--- config.mk ---
export PLATFORM = sky130hd
export DESIGN_NAME = pg_seq_ctrl
export DESIGN_NICKNAME = d
export VERILOG_FILES = /design/src/rtl/pg_seq_pkg.sv /design/src/rtl/pg_seq_timer.sv /design/src/rtl/pg_seq_ctrl.sv
export SDC_FILE = /design/constraint.sdc
export NUM_CORES = 1
export LEC_CHECK = 0
export ABC_AREA = 1
export BUFFER_PORTS_ARGS = -buffer_cell sky130_fd_sc_hd__buf_2
export CORE_MARGIN = 4
export CORE_UTILIZATION = 65
export CTS_BUF_LIST = sky130_fd_sc_hd__clkbuf_8 sky130_fd_sc_hd__clkbuf_16
export DETAILED_ROUTE_END_ITERATION = 6
export HOLD_SLACK_MARGIN = 0.05
export PLACE_DENSITY = 0.84
export SLEW_MARGIN = 25
export SYNTH_ARGS = -nofsm -noshare
export SYNTH_HDL_FRONTEND = slang
export SYNTH_SLANG_ARGS = --single-unit
--- constraint.sdc ---
create_clock -name clk -period 5.4 [get_ports clk]
set_input_delay 0.27 -clock clk [delete_from_list [all_inputs] [get_ports clk]]
set_output_delay 0.27 -clock clk [all_outputs]
set_load 0.02 [all_outputs]
--- src/rtl/pg_seq_pkg.sv ---
// pg_seq_pkg: state type, counter widths and parameter limits shared by the power-gate sequencer
package pg_seq_pkg;
    typedef enum logic [2:0] {
        S_OFF, S_WAKE_STEP, S_WAIT_OK, S_RELEASE, S_ON, S_ISOLATE, S_SLEEP_STEP, S_FAULT
    } pg_state_e;
    localparam int STEP_W = 8;
    localparam int TMO_W = 16;
    localparam int N_SEG_MIN = 2;
    localparam int N_SEG_MAX = 16;
    localparam int STEP_CYC_MIN = 1;
    localparam int STEP_CYC_MAX = 255;
    localparam int TMO_CYC_MIN = 1;
    localparam int TMO_CYC_MAX = 65535;
endpackage

--- src/rtl/pg_seq_timer.sv ---
// pg_seq_timer: loadable down-counter that saturates at zero and flags terminal count
module pg_seq_timer #(
    parameter int W = 8
) (
    input  logic         clk,
    input  logic         rst,
    input  logic         load,
    input  logic [W-1:0] load_val,
    output logic         tc
);
    logic [W-1:0] cnt_q, cnt_d;
    always_comb cnt_d = load ? load_val : (cnt_q != '0 ? cnt_q - W'(1) : cnt_q);
    always_ff @(posedge clk or posedge rst)
        if (rst) cnt_q <= '0;
        else cnt_q <= cnt_d;
    assign tc = cnt_q == '0;
endmodule

--- src/rtl/pg_seq_ctrl.sv ---
// pg_seq_ctrl: staged header-switch power-up/down sequencer with isolation control and timeout fault
module pg_seq_ctrl import pg_seq_pkg::*; #(
    parameter int N_SEG    = 4,
    parameter int STEP_CYC = 8,
    parameter int TMO_CYC  = 256
) (
    input  logic             clk,
    input  logic             rst,
    input  logic             wake_req,
    input  logic             sleep_req,
    input  logic             vdd_ok,
    output logic [N_SEG-1:0] sw_en,
    output logic             iso_en,
    output logic             ready,
    output logic             fault
);
    localparam logic [STEP_W-1:0] STEP_LD = STEP_W'(STEP_CYC - 1);
    localparam logic [TMO_W-1:0] TMO_LD = TMO_W'(TMO_CYC - 1);
    pg_state_e state_q, state_d;
    logic [N_SEG-1:0] sw_q, sw_d, sw_up, sw_dn;
    logic iso_q, iso_d, ready_q, ready_d, fault_q, fault_d;
    logic step_tc, tmo_tc, step_ld, chg;
    logic [STEP_W-1:0] step_val;
    assign sw_up = {sw_q[N_SEG-2:0], 1'b1};
    assign sw_dn = sw_q >> 1;
    always_comb begin
        state_d = state_q;
        sw_d = sw_q;
        step_ld = 1'b0;
        case (state_q)
            S_OFF: if (wake_req) state_d = S_WAKE_STEP;
            S_WAKE_STEP:
                if (sleep_req) state_d = sw_q == '0 ? S_OFF : S_SLEEP_STEP;
                else if (step_tc) begin
                    step_ld = 1'b1;
                    if (&sw_q) state_d = S_WAIT_OK;
                    else sw_d = sw_up;
                end
            S_WAIT_OK:
                if (sleep_req) state_d = S_SLEEP_STEP;
                else if (vdd_ok) state_d = S_RELEASE;
                else if (tmo_tc) state_d = S_FAULT;
            S_RELEASE: state_d = S_ON;
            S_ON:
                if (sleep_req) state_d = S_ISOLATE;
                else if (!vdd_ok) state_d = S_WAIT_OK;
            S_ISOLATE: state_d = S_SLEEP_STEP;
            S_SLEEP_STEP:
                if (wake_req && !sleep_req) state_d = S_WAKE_STEP;
                else if (step_tc) begin
                    step_ld = 1'b1;
                    sw_d = sw_dn;
                    if (sw_dn == '0) state_d = S_OFF;
                end
            default: ;
        endcase
        if (state_d == S_FAULT) sw_d = '0;
    end
    assign iso_d = !(state_d == S_RELEASE || state_d == S_ON);
    assign ready_d = state_d == S_ON;
    assign fault_d = state_d == S_FAULT;
    // A state change reloads the step counter with 0 so the first step lands in the cycle after entry.
    assign chg = state_d != state_q;
    assign step_val = chg ? '0 : STEP_LD;
    pg_seq_timer #(.W(STEP_W)) u_step (
        .clk(clk), .rst(rst), .load(chg | step_ld), .load_val(step_val), .tc(step_tc)
    );
    pg_seq_timer #(.W(TMO_W)) u_tmo (
        .clk(clk), .rst(rst), .load(chg), .load_val(TMO_LD), .tc(tmo_tc)
    );
    always_ff @(posedge clk or posedge rst)
        if (rst) begin
            state_q <= S_OFF;
            sw_q <= '0;
            iso_q <= 1'b1;
            ready_q <= 1'b0;
            fault_q <= 1'b0;
        end else begin
            state_q <= state_d;
            sw_q <= sw_d;
            iso_q <= iso_d;
            ready_q <= ready_d;
            fault_q <= fault_d;
        end
    assign sw_en = sw_q;
    assign iso_en = iso_q;
    assign ready = ready_q;
    assign fault = fault_q;
endmodule

# ---- Word-level counts from Yosys, hierarchy flattened
# Index checks and enable logic that the tools add are counted.
dict set report word_totals {
  ff_bits 34
  input_bits 5
  out_inout_bits 7
  word_cells 71
}
dict set report op_classes {
  n_addsub 2
  eq_ne 15
  n_mux 30
  bitwise 1
  reduce_logical 16
}
# op count
set ops {}
lappend ops {{3-bit two-way mux} 14}
lappend ops {{16-bit two-way mux} 2}
lappend ops {{4-bit two-way mux} 6}
lappend ops {{3-bit case mux with 7 select lines} 1}
lappend ops {{16-bit logical NOT} 1}
lappend ops {{8-bit two-way mux} 2}
lappend ops {{16-bit nonzero test} 1}
lappend ops {{16-bit by 1-bit subtractor with 16-bit output, second input constant} 1}
lappend ops {{3-bit == test, second input constant} 5}
lappend ops {{3-bit != test, second input constant} 5}
lappend ops {{3-bit by 2-bit == test with 1-bit output, second input constant} 3}
lappend ops {{4-bit logical NOT} 2}
lappend ops {{8-bit logical NOT} 1}
lappend ops {{4-bit case mux with 2 select lines} 1}
lappend ops {{8-bit nonzero test} 1}
lappend ops {{8-bit by 1-bit subtractor with 8-bit output, second input constant} 1}
lappend ops {{6-bit AND reduction} 1}
lappend ops {{4-bit AND reduction} 1}
lappend ops {{2-bit nonzero test} 2}
lappend ops {{3-bit by 1-bit == test with 1-bit output, second input constant} 1}
lappend ops {{3-bit logical NOT} 1}
lappend ops {{1-bit two-way mux} 3}
lappend ops {{3-bit != test} 1}
lappend ops {{3-bit nonzero test} 1}
lappend ops {{5 further kinds} 6}

# ---- Logic depth before layout (Yosys ltp)
# Gate-level depths: netlist (run 1).
dict set report depth {
  word_depth 8
  ltp_mapped 14
  ltp_nobuf 13
}

# ---- Hierarchy
# Synthesis (run 1) repeated with hierarchy kept, for this count alone.
dict set report hier_totals {
  cells_unflattened 373
  hier_area_um2 2492.4
}
# mod instances cells_each area_per_inst_um2 seq_area_each_um2
set modules_own_cells {}
lappend modules_own_cells {{pg_seq_timer (u_tmo)} 1 170 1148.6 400.4}
lappend modules_own_cells {pg_seq_ctrl 1 129 797.0 251.5}
lappend modules_own_cells {{pg_seq_timer (u_step)} 1 74 546.8 200.2}

# ---- Least setup slack after synthesis (run 1)
# OpenSTA, ideal clock, no wires.
dict set report synth_timing {
  path_type {flip-flop to flip-flop}
  start {register u_step.cnt_q[0]}
  end {register u_tmo.cnt_q[14]}
  setup_ns 0.068
  t_arrival_ns 1.681
  required_ns 5.332
  setup_slack_ns 3.651
  stages_incl_launch_ff 14
  path_buffers 1
  synth_period_minus_slack_ns 1.749
  cell_sequence {dfrtp_1 -> inv_1 -> ha_1 -> nand2_1 -> nor2_1 -> nand3_1 -> a21oi_2 -> nand2_2 -> nand2_1 -> nand2_2 -> nor2_8 -> nand2_4 -> buf_12 -> nor2_4}
}
dict set report synth_via {
  elab_chain_cells 6
  word_cells_on_any_way 9
  classes_between {eq/ne (1); mux (6); reduce/logical (2)}
}
# element line
set synth_lines {}
lappend synth_lines {{start: declaration} pg_seq_timer.sv:11} ;# logic [W-1:0] cnt_q, cnt_d;
lappend synth_lines {{start signal: assignment} pg_seq_timer.sv:15} ;# else cnt_q <= cnt_d;
lappend synth_lines {{8-bit logical NOT (*)} pg_seq_timer.sv:16} ;# assign tc = cnt_q == '0;
lappend synth_lines {{3-bit two-way mux (on tied branches)} {pg_seq_ctrl.sv:50, pg_seq_ctrl.sv:34}}
lappend synth_lines {{3-bit two-way mux (on tied branches)} {pg_seq_ctrl.sv:49, pg_seq_ctrl.sv:33}}
lappend synth_lines {{3-bit case mux with 7 select lines (*)} pg_seq_ctrl.sv:30} ;# case (state_q)
lappend synth_lines {{via state_d[0]} pg_seq_ctrl.sv:19} ;# pg_state_e state_q, state_d;
lappend synth_lines {{3-bit != test (*)} pg_seq_ctrl.sv:63} ;# assign chg = state_d != state_q;
lappend synth_lines {{16-bit two-way mux or 2-bit nonzero test (tied branches)} n/a}
lappend synth_lines {{end signal: assignment} pg_seq_timer.sv:15}
lappend synth_lines {{end: declaration} pg_seq_timer.sv:11}
# The timed path passes the listed nets; every way through them passes the cells marked *.
# A chain may end at the register's enable or synchronous reset.

# ---- Worst setup path in the final report (run 1)
dict set report layout_timing {
  start {register u_step.cnt_q[0]}
  end {register u_step.cnt_q[2]}
}
dict set report layout_via {
  elab_chain_cells 7
  word_cells_on_any_way 18
  classes_between {add/sub (1); eq/ne (1); mux (12); bitwise (1); reduce/logical (3)}
}
# element line
set layout_lines {}
lappend layout_lines {{8-bit logical NOT (*)} pg_seq_timer.sv:16}
lappend layout_lines {{3-bit two-way mux (on tied branches)} {pg_seq_ctrl.sv:50, pg_seq_ctrl.sv:34}}
lappend layout_lines {{3-bit two-way mux (on tied branches)} {pg_seq_ctrl.sv:49, pg_seq_ctrl.sv:33}}
lappend layout_lines {{3-bit case mux with 7 select lines (*)} pg_seq_ctrl.sv:30}
lappend layout_lines {{via state_d[2]} pg_seq_ctrl.sv:19}
lappend layout_lines {{3-bit != test (*)} pg_seq_ctrl.sv:63}
lappend layout_lines {{3-bit two-way mux or 1-bit bitwise OR (tied branches)} {pg_seq_ctrl.sv:64, pg_seq_ctrl.sv:66}}
lappend layout_lines {{8-bit two-way mux or 2-bit nonzero test (tied branches)} n/a}
# The timed path passes the listed nets; every way through them passes the cells marked *. The select of a mux whose other input is x is not followed.

==> impl_metrics.toml, run 1 <==
[critical_path]
crit_path_end_kind = "flip-flop"
crit_arrival_ns = 2.61
startpoint_type = "flip-flop"
crit_required_ns = 5.56
critPathKind = "flip-flop to flip-flop"
crit_fanout = 11

[clocking]
clkSinkCount = 34
cts_tree = "yes"
root_buffer = "clkbuf_8"
numCtsBuffers = 5
path_clk_slew_ns = 0.07
h-tree-depth = 2
clockBufferDepth = 2
postCtsResizedCells = 0
cts_setup_buffers = 0
cts_hold_buffers = 0
insertion_delay_ns = 0.28

[sta]
skew_ns = 0.00941
fin_crit_sh_pct = 45.3
fin_tns_setup_ns = 0
rsz0062_at_grt = "no"
final_max_slew_viol_count = 0
finalSetupViolCount = 0
max_freq_ghz = 0.408
layout_min_cycle_time_ns = 2.45
slew_headroom_pct = 57.7
final_hold_viol_count = 0
worst_slew_pin_slew_ns = 0.632

[die]
die_area_sq_mm = 0.00435
start_util_pct = 69.8
dieWidth_um = 66.0
coreArea_sq_mm = 0.00313
ios = 12
row_count = 20
die_y_um = 66.0

[grt]
gr-total-overflow = 0
grt_pass1_vias = 1662
grt_max_degree = 35
grt_pass1_wl_um = 7310
grt_antenna_before_repair = 0
track_usage_pct = 22.0

[synthesis]
ys_seq_elements = 34
syn_area_per_cell_sq_um = 7.92
ys_warn_count = 0
synth_top_cell_area_share_pct = 37.8
synth_area_leaders = "dfrtp_1 (38%), nand2_1 (8.8%), nor2_1 (6.2%)"
synth_cell_types = 33
syn-cell-area_sq_mm = 0.00218
ys_seq_area_share_pct = 39.0
synth_top_area_cell = "dfrtp_1"
synthCells = 276
synthesis.nets = 284

[drt]
drt_iter0_markers = 131
vias_per_cell = 5.16
wl_per_cell_um = 11.7
dr_wl_met2_um = 1780
wl_um = 3930
ant_nets = 0
top_layer = "met4"
drt-pass1-iter-count = 4
drc_errors = 0
met1_length_um = 1880
vias = 1730
dr_wl_met3_um = 206

[finish]
layout.nets = 298
register_area_sq_um = 852
fillers = 253
final_area_sq_mm = 0.00235
area_growth_pct = 7.50
multi_input_area_sq_mm = 0.00113
drive_above_1_share_pct = 21.0
postLayoutCoreUtil_pct = 75.1
diodes = 0

[min_path]
hold_class = "input port to async pin"

[placement]
post_dp_cell_area_sq_mm = 0.00226
routabilityCongestion = 0.876
numPortBuffers = 11
dp_hpwl_um = 2820

[job]
maxCapViolCount = 0

[power_and_ir_drop]
ir_worst_vdd_v = 0.000458
leakagePower_nw = 1.14
power_density_mw_per_mm2 = 504

[outcome]
outcome = "complete, no violations"
-- Yosys cell counts (all sizes together) --
| cell | number |
|---|---|
| xnor2 | 6 |
| ha | 3 |
| xor2 | 8 |
| nor3 | 4 |
| nand2 | 60 |
| buf | 5 |
| nand4 | 11 |
| a21oi | 7 |
| clkinv | 1 |
| inv | 39 |
| o21ai | 23 |
| dfstp | 1 |
| nor3b | 1 |
| nor2 | 51 |
| nand3 | 19 |
| nand3b | 2 |
| or2 | 1 |
| o211ai | 1 |
| dfrtp | 33 |
-- area by class of cell --
| type | count | area share, % |
|---|---|---|
| Multi-Input combinational cell | 197 | 48.3 |
| Sequential cell | 34 | 36.3 |
| Inverter | 40 | 6.50 |
| Clock buffer | 6 | 3.52 |
| Timing Repair Buffer | 12 | 2.66 |
| Tap cell | 44 | 2.34 |
| Clock inverter | 2 | 0.373 |
-- layout by cell type (no fill, tap or decap), drive strengths merged --
cell type / instances
nand3b: 2
nor3b: 1
buf: 12
a21oi: 7
ha: 3
xor2: 8
nor3: 4
clkinv: 2
o21ai: 23
nand2: 60
nand3: 19
inv: 40
o211ai: 1
or2: 1
nor2: 51
dfrtp: 33
xnor2: 6
dfstp: 1
nand4: 11
clkbuf: 6
-- registers in the layout, summed over array words and instances (netlist names) --
name          count
state_q           3
ready             1
u_step.cnt_q      8
fault             1
sw_en             4
iso_en            1
u_tmo.cnt_q      16
-- routing by layer --
layer	vias up	track usage, %
met3	7	5.27
met4	0	7.11
met2	41	33.5
met5	-	0
li1	902	-
met1	780	30.7
-- where the power goes --
group | switching (mW) | internal (mW) | total (mW)
logic | 0.449 | 0.191 | 0.640
registers | 0.0524 | 0.302 | 0.354
clock network | 0.0881 | 0.101 | 0.189
total | 0.589 | 0.594 | 1.18
-- worst max-delay path, stage by stage (launching register included) --
cell and delay (ns):
dfrtp_1 0.39, inv_1 0.10, ha_1 0.18, nand3_1 0.09, nor2_1 0.51, nand2_1 0.17
a21oi_2 0.20, nand3_2 0.13, nand2_2 0.10, nand2_4 0.10, nand2_4 0.28, nor2_1 0.07
-- logic make-up after synthesis --
kind of cell	synth area share (%)
XOR/XNOR	5.61
AND/OR/NAND/NOR	36.5
buffers and inverters	9.05
flip-flops	39.0
adder cells (fa/ha/maj)	1.72
AO/OA/AOI/OAI	8.08
-- final timing paths --
| check | startpoint | endpoint | slack, ns | cells after the start |
|---|---|---|---|---|
| worst max-delay path | u_step.cnt_q[0] | u_step.cnt_q[2] | 2.95 | 11 |
| worst min-delay path | rst | u_tmo.cnt_q[12] | 0.07 | 3 |
| worst max register to register | u_step.cnt_q[0] | u_step.cnt_q[2] | 2.95 | 11 |
| worst min register to register | u_tmo.cnt_q[0] | u_tmo.cnt_q[0] | 0.51 | 2 |
| max in group asynchronous | rst | iso_en | 4.99 | 3 |
| min in group clk | vdd_ok | state_q[0] | 0.41 | 5 |
-- stage by stage --
stage	hold slack [ns]	std cells	power (mW)	setup WS, ns
floorplan	0.411	276	0.917	3.65
global placement	0.378	327	0.985	3.08
detailed placement	0.390	327	0.996	3.01
CTS	0.0837	335	1.19	2.96
global route	0.109	335	1.29	2.68
finish	0.0692	335	1.18	2.95
No activity file was read; power rests on OpenSTA's default activity.
==> run 2, diff against run 1 <==
--- a/config.mk
+++ b/config.mk
@@ -8,11 +8,11 @@
 export ABC_AREA = 1
 export BUFFER_PORTS_ARGS = -buffer_cell sky130_fd_sc_hd__buf_2
 export CORE_MARGIN = 4
-export CORE_UTILIZATION = 65
+export CORE_UTILIZATION = 61
 export CTS_BUF_LIST = sky130_fd_sc_hd__clkbuf_8 sky130_fd_sc_hd__clkbuf_16
 export DETAILED_ROUTE_END_ITERATION = 6
 export HOLD_SLACK_MARGIN = 0.05
-export PLACE_DENSITY = 0.84
+export PLACE_DENSITY = 0.8
 export SLEW_MARGIN = 25
 export SYNTH_ARGS = -nofsm -noshare
 export SYNTH_HDL_FRONTEND = slang
==> constraint.sdc (replaced) <==
create_clock -name clk -period 2.45 [get_ports clk]
set_input_delay 0.1225 -clock clk [delete_from_list [all_inputs] [get_ports clk]]
set_output_delay 0.1225 -clock clk [all_outputs]
set_load 0.02 [all_outputs]
==> impl_metrics.toml, run 2 (synthesized netlist as in run 1, its figures left out) <==
[min_path]
whs_path_depth = 5
hold_class = "input port to flip-flop"

[sta]
max_freq_ghz = 0.480
rsz0062_at_grt = "no"
worst_slew_pin_slew_ns = 0.430
fin_ws_ns = 0.367
skew_ns = 0.00477
slew_headroom_pct = 71.3
final_hold_viol_count = 0
fin_tns_setup_ns = 0
final_max_slew_viol_count = 0
layout_min_cycle_time_ns = 2.08
fin_crit_sh_pct = 85.0
finalSetupViolCount = 0

[drt]
wl_um = 4060
ant_nets = 0
vias_per_cell = 5.23
drt-pass1-iter-count = 4
drc_errors = 0
wl_per_cell_um = 11.9
drt_iter0_markers = 104
vias = 1778

[die]
start_util_pct = 64.5
dieWidth_um = 67.8
row_count = 21
coreArea_sq_mm = 0.00339
die_y_um = 67.8
ios = 12
die_area_sq_mm = 0.00460

[grt]
grt_max_degree = 35
grtUsageMet3_pct = 5.42
grt_pass1_wl_um = 7140
grt_antenna_before_repair = 0
grt_pass1_vias = 1606
gr-total-overflow = 0
track_usage_pct = 20.7
grt_use_met2_pct = 31.2
busiest_layer = "met2"
use_met1_pct = 29.0

[power_and_ir_drop]
power_frac_seq_pct = 28.4
p_int_mw = 1.43
switching_share_pct = 48.2
ir_worst_vdd_v = 0.000781
power_density_mw_per_mm2 = 1150
power_frac_comb_pct = 52.3
clkPwrFrac_pct = 19.3
p_switching_mw = 1.32
leakagePower_nw = 1.17

[finish]
final_cell_mix = "nand2_1 (51), nor2_1 (36), inv_1 (34), dfrtp_1 (33), o21ai_0 (19)"
final_common_cell = "nand2_1"
largest-register = "u_tmo.cnt_q"
largest_reg_flops = 16
fin_cells = 340
layout.nets = 301
diodes = 0
area_growth_pct = 9.91
drive_above_1_share_pct = 21.4

[critical_path]
crit_path_end_kind = "flip-flop"
critPathKind = "flip-flop to flip-flop"
r2r_cells = 11
startpoint_type = "flip-flop"
crit_required_ns = 2.62
crit_fanout = 11
crit_arrival_ns = 2.25

[placement]
numPortBuffers = 11
preCtsSetupSlack_ns = 0.411
dp.cells = 331
dp_hpwl_um = 2930
routabilityCongestion = 0.895

[outcome]
outcome = "complete, no violations"

[clocking]
cts_hold_buffers = 1
clockBufferDepth = 2
cts_setup_buffers = 0
clkSinkCount = 34
root_buffer = "clkbuf_8"
path_clk_slew_ns = 0.07
postCtsResizedCells = 0
insertion_delay_ns = 0.29
h-tree-depth = 2
cts_tree = "yes"
numCtsBuffers = 5

[job]
maxCapViolCount = 0
-- run 2: changes by cell type in the layout (fill, tap and decap cells not counted) --
cell / delta
buf_4: +2
bufinv_16: +1
clkinv_2: -1
dlygate4sd3_1: +1
-- run 2: metrics by stage --
step / util [%] / hold WS (ns) / area, sq um / total power, mW
final: 70.8 / 0.290 / 2400 / 2.75
after global routing: 70.8 / 0.306 / 2400 / 2.96
after CTS: 70.8 / 0.273 / 2400 / 2.76
after detailed placement: 67.1 / 0.235 / 2270 / 2.21
after global placement: 67.1 / 0.235 / 2270 / 2.19
after floorplan: - / 0.263 / 2180 / 2.02
-- run 2: routing by layer --
| metal | part of all wire [%] | routed length, um | vias to the layer above |
|---|---|---|---|
| met3 | 4.2 | 170 | 10 |
| met1 | 48 | 1940 | 826 |
| li1 | - | - | 906 |
| met4 | 1.5 | 61 | 0 |
| met2 | 46 | 1890 | 36 |
| met5 | 0 | 0 | - |
-- run 2: path summary, 6_finish.rpt --
| kind | from | endpoint | slack [ns] |
|---|---|---|---|
| setup reg to reg | u_tmo.cnt_q[0] | u_step.cnt_q[2] | 0.37 |
| max in group asynchronous | rst | iso_en | 1.65 |
| hold / removal | vdd_ok | state_q[0] | 0.29 |
| min in group asynchronous | rst | u_step.cnt_q[3] | 0.46 |
| hold reg to reg | u_tmo.cnt_q[0] | u_tmo.cnt_q[0] | 0.52 |
| setup / recovery | u_tmo.cnt_q[0] | u_step.cnt_q[2] | 0.37 |
-- run 2: power by group through the flow --
stage / Combinational [mW] / Clock, mW / Sequential, mW
2_1_floorplan: 1.22 / 0 / 0.802
3_3_place_gp: 1.40 / 0 / 0.788
3_5_place_dp: 1.43 / 0 / 0.789
4_1_cts: 1.44 / 0.542 / 0.779
5_1_grt: 1.60 / 0.565 / 0.798
6_report: 1.44 / 0.531 / 0.781
-- run 2: cell type report --
cell class                      instances  area (sq um)
Timing Repair Buffer                   15          87.6
Tap cell                               46          57.6
Fill cell                             268           988
Clock inverter                          2          33.8
Clock buffer                            6          82.6
Multi-Input combinational cell        197          1130
Sequential cell                        34           852
Inverter                               40           153
-- run 2: critical path, stage by stage, from the launching register on --
cell and delay, ns:
dfrtp_1 0.37, inv_1 0.11, ha_1 0.20, nand3_1 0.11
nor2_1 0.11, nand2_1 0.17, nor2_1 0.14, nand2_1 0.10
nand4_1 0.17, nand2_4 0.13, nand2_4 0.28, nor2_1 0.07
